--- config.mk ---
export PLATFORM = sky130hd
export DESIGN_NAME = muldiv_unit
export DESIGN_NICKNAME = d
export VERILOG_FILES = /design/src/rtl/muldiv_unit.sv
export SDC_FILE = /design/constraint.sdc
export NUM_CORES = 1
export LEC_CHECK = 0
export BUFFER_PORTS_ARGS = -buffer_cell sky130_fd_sc_hd__buf_2
export CORE_MARGIN = 4
export CORE_UTILIZATION = 43
export DETAILED_ROUTE_END_ITERATION = 8
export GPL_ROUTABILITY_DRIVEN = 0
export PLACE_DENSITY = 0.65
export SLEW_MARGIN = 20
export SYNTH_ARGS = -nofsm -noshare
export SYNTH_HDL_FRONTEND = slang
export SYNTH_SLANG_ARGS = --single-unit
--- constraint.sdc ---
create_clock -name clock -period 3.22 [get_ports clock]
set_input_delay 0.161 -clock clock [delete_from_list [all_inputs] [get_ports clock]]
set_output_delay 0.161 -clock clock [all_outputs]
set_load 0.05 [all_outputs]
--- src/rtl/muldiv_unit.sv ---
// rtl/muldiv_unit.sv - iterative radix-2 unsigned multiply/divide unit for the Execute stage
// Shares one accumulator/shift pair between shift-add multiply and restoring divide.
module muldiv_unit #(
  parameter int WIDTH = 32,
  parameter int CNT_W = 5
) (
  input  logic             clock,
  input  logic             reset,
  input  logic             start,
  input  logic [1:0]       op,
  input  logic [WIDTH-1:0] src_a,
  input  logic [WIDTH-1:0] src_b,
  input  logic             x_stall,
  input  logic             flush,
  output logic             alu_ready,
  output logic [WIDTH-1:0] result,
  output logic             result_valid
);

  typedef enum logic [1:0] {
    S_IDLE = 2'd0,
    S_BUSY = 2'd1,
    S_DONE = 2'd2
  } state_e;

  state_e             state_q, state_d;
  logic [CNT_W-1:0]   cnt_q, cnt_d;
  logic [1:0]         op_q, op_d;
  logic [WIDTH-1:0]   acc_q, acc_d;
  logic [WIDTH-1:0]   lo_q, lo_d;
  logic [WIDTH-1:0]   b_q, b_d;
  logic [WIDTH-1:0]   result_q, result_d;

  logic               accept;
  logic               last_iter;
  logic [WIDTH:0]     mul_sum;
  logic [WIDTH:0]     div_shift;
  logic [WIDTH:0]     div_diff;
  logic               div_ge;
  logic [WIDTH-1:0]   iter_acc;
  logic [WIDTH-1:0]   iter_lo;

  assign accept    = (state_q == S_IDLE) && start && !flush;
  assign last_iter = (state_q == S_BUSY) && (cnt_q == '0);

  // State register
  always_ff @(posedge clock) begin
    if (reset) begin
      state_q <= S_IDLE;
    end else begin
      state_q <= state_d;
    end
  end

  // Next-state logic; flush overrides everything except reset
  always_comb begin
    state_d = state_q;
    if (flush) begin
      state_d = S_IDLE;
    end else begin
      case (state_q)
        S_IDLE: if (start)      state_d = S_BUSY;
        S_BUSY: if (cnt_q == '0) state_d = S_DONE;
        S_DONE: if (!x_stall)   state_d = S_IDLE;
        default:                state_d = S_IDLE;
      endcase
    end
  end

  // Output logic
  always_comb begin
    alu_ready    = 1'b1;
    result_valid = 1'b0;
    case (state_q)
      S_IDLE: alu_ready = !(start && !flush);
      S_BUSY: alu_ready = 1'b0;
      S_DONE: result_valid = !flush;
      default: alu_ready = 1'b1;
    endcase
  end

  // Multiply: product is {acc, lo}; lo starts as the multiplier and drains out LSB-first.
  assign mul_sum = {1'b0, acc_q} + (lo_q[0] ? {1'b0, b_q} : '0);

  // Divide: acc is the remainder, lo shifts the dividend out MSB-first and the quotient in.
  // The borrow bit of the (WIDTH+1)-bit trial subtraction decides the quotient bit.
  assign div_shift = {acc_q, lo_q[WIDTH-1]};
  assign div_diff  = div_shift - {1'b0, b_q};
  assign div_ge    = !div_diff[WIDTH];

  always_comb begin
    iter_acc = mul_sum[WIDTH:1];
    iter_lo  = {mul_sum[0], lo_q[WIDTH-1:1]};
    if (op_q[1]) begin
      iter_acc = div_ge ? div_diff[WIDTH-1:0] : div_shift[WIDTH-1:0];
      iter_lo  = {lo_q[WIDTH-2:0], div_ge};
    end
  end

  // Datapath next-state; an aborted operation never reaches the result register
  always_comb begin
    cnt_d    = cnt_q;
    op_d     = op_q;
    acc_d    = acc_q;
    lo_d     = lo_q;
    b_d      = b_q;
    result_d = result_q;
    if (accept) begin
      cnt_d = CNT_W'(WIDTH - 1);
      op_d  = op;
      acc_d = '0;
      lo_d  = src_a;
      b_d   = src_b;
    end else if ((state_q == S_BUSY) && !flush) begin
      acc_d = iter_acc;
      lo_d  = iter_lo;
      if (last_iter) begin
        // MULHU and REMU take the upper half, MUL and DIVU the lower half
        result_d = op_q[0] ? iter_acc : iter_lo;
      end else begin
        cnt_d = cnt_q - CNT_W'(1);
      end
    end
  end

  always_ff @(posedge clock) begin
    if (reset) begin
      cnt_q    <= '0;
      op_q     <= '0;
      acc_q    <= '0;
      lo_q     <= '0;
      b_q      <= '0;
      result_q <= '0;
    end else begin
      cnt_q    <= cnt_d;
      op_q     <= op_d;
      acc_q    <= acc_d;
      lo_q     <= lo_d;
      b_q      <= b_d;
      result_q <= result_d;
    end
  end

  assign result = result_q;

endmodule

==> results.cfg <==
[clocking]
numCtsBuffers = 17
clk_path_buf_depth = 2
clk_latency_ns = 0.44
clk_pin_slew_ns = 0.07
cts_tree = yes
clock_sinks = 137
cts-root-buf = clkbuf_16
h-tree-depth = 4

[die]
dieWidth_um = 163.1
num_rows = 56
dieArea_sq_um = 26590
initial_utilization_pct = 43.91
io-pin-count = 105
fp.dieH_um = 163.1
core_sq_um = 23540

[timing]
setup_ws_ns = -0.08452
max_freq_ghz = 0.3026
rsz0062_at_grt = true
post-route-period-util_pct = 102.6
finalHoldWorstSlack_ns = 0.01125
setup_viol = 13
worst_pin_slew_ns = 0.6584
drv_slew = 0
skew_ns = 0.01276
relSlewSlack_pct = 56.11
final-hold-violation-count = 0
period_minus_slack_ns = 3.305

[worst_setup_path]
crit_type = reg2reg
r2r_start = lo_q[31]
worst_setup_path_end_kind = flop
crit_required_ns = 3.54
crit_path_start_kind = flop
crit_fanout = 4
arrival_ns = 3.62
reg2reg_depth = 14
rr_endpoint = result[17]
rrSetupSlack_ns = -0.08

[power]
internal_power_w = 0.003674
swShare_pct = 34.25
p_switching_w = 0.001914
vdd_drop_max_v = 0.0003754
power_frac_comb_pct = 32.1
seq_power_share_pct = 32.7
cellLeakagePower_nw = 6.053
power.clock.fraction_pct = 35.2
powerDensity_nw_per_um2 = 390.0

[synthesis]
syn_nets = 1506
ys_warn_count = 0
async_flop_share_pct = 0
synth_seq_area_share_pct = 26.53
synthFlopType = dfxtp_1
syn_area_per_cell_sq_um = 7.563
synthCells = 1367
synth.distinct_cells = 79
syn_area_sq_um = 10340
synth-edff-count = 0
ys_ff_latch = 137

[run_status]
failed_checks = negative setup slack
status = complete, but fails checks

[global_routing]
grt_pass1_wl_um = 58440
antenna_found_initial = 0
grt_pass1_vias = 10840
track_usage_pct = 27.49
grt_max_degree = 49
overflow = 0

[final_layout]
area_growth_syn_to_layout_pct = 38.59
drive_above_1_share_pct = 29.45
num_antenna_cells = 0
fillers = 2023
final_net_count = 1790
fin_cells = 1983
design_area_sq_um = 14330

[placement]
numPlacedInstances = 1872
hpwl_um = 27610
preCtsSetupSlack_ns = -0.2106
dpl_cell_area_sq_um = 12250
place.port_buffers = 104

[route]
drt-initial-drc-count = 1361
viasPerCell = 5.893
drtPass1Iterations = 5
vias = 11690
routed_wl_um = 38580
ant_nets = 0
remaining_drc_errors = 0
wire_per_inst_um = 19.46

[hold_path]
hp-class = in2reg
min_from = src_a[1]
min_to = lo_q[1]
hold_path_depth = 3

[flow_run]
maxCapViolations = 0
==> registers in the layout, indices dropped and copies added, names as in the netlist <==
signal / flops
lo_q: 32
state_q: 2
op_q: 2
acc_q: 32
b_q: 32
cnt_q: 5
result: 32
==> worst max-delay path, cell delays in order (launching register included) <==
cell and delay (ns):
dfxtp_2 0.33, inv_2 0.05, ha_4 0.16, fa_2 0.37
nand2b_4 0.17, a211oi_4 0.24, o21ai_2 0.13, a21oi_4 0.20
buf_6 0.13, o2111a_2 0.23, nor3_4 0.08, buf_4 0.16
mux2_4 0.29, mux4_2 0.45, a22o_1 0.21
==> worst max-delay path by stage <==
stage | to | from | cells past startpoint | slack [ns]
after floorplan | result[17] | lo_q[31] | 12 | -0.007
after global placement | result[16] | lo_q[31] | 13 | -0.22
after detailed placement | acc_q[24] | lo_q[31] | 13 | -0.21
after CTS | result[17] | lo_q[31] | 13 | -0.12
after global routing | result[12] | lo_q[31] | 15 | -0.17
final | result[17] | lo_q[31] | 14 | -0.08
==> area by class of cell <==
class / instances / area (sq um) / area share, %
Timing Repair Buffer: 357 / 2638 / 18.41
Multi-Input combinational cell: 1081 / 7752 / 54.10
Tap cell: 319 / 399.1 / 2.786
Sequential cell: 137 / 2756 / 19.24
Inverter: 57 / 214.0 / 1.493
Clock inverter: 14 / 140.1 / 0.9780
Clock buffer: 18 / 429.2 / 2.995
==> metrics by stage <==
| step | TNS (ns) | power, W | utilization, % |
|---|---|---|---|
| 4_1_cts | -0.2066 | 0.005419 | 58.51 |
| 3_5_place_dp | -2.512 | 0.003279 | 52.01 |
| 2_1_floorplan | -0.007079 | 0.002719 | - |
| 3_3_place_gp | -2.093 | 0.003264 | 52.01 |
| 5_1_grt | -2.408 | 0.005796 | 60.86 |
| 6_report | -0.4517 | 0.005588 | 60.86 |
==> metal layers <==
metal | routed length, um | GRT usage (%) | part of all wire (%) | up-vias
li1 | - | - | - | 5526
met1 | 16990 | 39.80 | 44 | 5418
met2 | 16750 | 41.81 | 43 | 653
met3 | 3759 | 4.870 | 9.7 | 88
met4 | 1084 | 8.159 | 2.8 | 0
met5 | 0 | 0 | 0 | -
==> cell usage in the layout, fill, tap and decap left out, types with 9 or more instances in the layout <==
cell type | Yosys | final
a22oi_1 | 12 | 12
buf_2 | 11 | 103
buf_4 | 1 | 181
buf_6 | 0 | 14
dfxtp_1 | 137 | 128
nand3_1 | 28 | 27
a21o_1 | 39 | 39
ha_4 | 0 | 10
xor2_1 | 19 | 19
o21ai_0 | 90 | 72
nor4_1 | 9 | 9
nor2_1 | 135 | 130
o21a_1 | 14 | 14
dlygate4sd3_1 | 0 | 56
a211oi_2 | 2 | 11
a21oi_2 | 1 | 16
a211oi_1 | 27 | 16
o21ai_1 | 7 | 17
xnor2_1 | 27 | 26
nand2_1 | 153 | 148
mux2i_1 | 33 | 28
clkbuf_16 | 0 | 17
a221oi_1 | 27 | 26
a21oi_1 | 131 | 114
inv_1 | 54 | 53
and2_1 | 39 | 39
and3_1 | 12 | 11
a31oi_1 | 23 | 22
ha_1 | 66 | 51
nand4_1 | 18 | 18
mux2_4 | 1 | 10
nor3_1 | 19 | 14
mux2_2 | 19 | 11
==> synthesized netlist by cell type (7+ instances only) <==
| cell | instances | area share (%) |
|---|---|---|
| o211ai_1 | 8 | 0.58 |
| dfxtp_1 | 137 | 27 |
| nor3_1 | 19 | 0.92 |
| a221oi_1 | 27 | 2.3 |
| nand2_1 | 153 | 5.6 |
| o21ai_0 | 90 | 4.4 |
| a21oi_1 | 131 | 6.3 |
| nor4_1 | 9 | 0.54 |
| a211oi_1 | 27 | 2.0 |
| nand2b_1 | 9 | 0.54 |
| o31ai_1 | 8 | 0.58 |
| buf_1 | 13 | 0.47 |
| clkbuf_1 | 67 | 2.4 |
| buf_2 | 11 | 0.53 |
| o21ai_1 | 7 | 0.34 |
| mux2_2 | 19 | 2.1 |
| o21a_1 | 14 | 1.0 |
| xor2_1 | 19 | 1.6 |
| a21o_1 | 39 | 2.8 |
| nor2_1 | 135 | 4.9 |
| nand3_1 | 28 | 1.4 |
| inv_1 | 54 | 2.0 |
| xnor2_1 | 27 | 2.3 |
| and3_1 | 12 | 0.73 |
| a22oi_1 | 12 | 0.87 |
| a31oi_1 | 23 | 1.4 |
| mux2i_1 | 33 | 3.2 |
| ha_1 | 66 | 8.0 |
| and2_1 | 39 | 2.4 |
| nand4_1 | 18 | 1.1 |
==> timing repair <==
action / CTS / global route
setup buffers: 12 / 19
gates resized for setup: 76 / 104
hold endpoints to repair: 56 / 0
setup endpoints to repair: 43 / 55
pin swaps: 19 / 73
hold buffers: 56 / 0
==> power groups by stage <==
stage	clock network [W]	logic [W]	registers, W
floorplan	0	0.000857	0.00186
global placement	0	0.00141	0.00185
detailed placement	0	0.00142	0.00186
CTS	0.00197	0.00162	0.00182
global route	0.00206	0.00191	0.00183
finish	0.00197	0.00179	0.00182
==> logic make-up after synthesis <==
group           after synthesis  share of synthesized area (%)
simple gates                454                          20.36
xor+xnor                     46                          3.897
buf+inv                     149                          5.579
flops                       137                          26.53
fa+ha+maj                    68                          8.375
mux                          58                          6.390
compound gates              455                          28.88
Note: power is estimated with default switching activity, not from simulation.
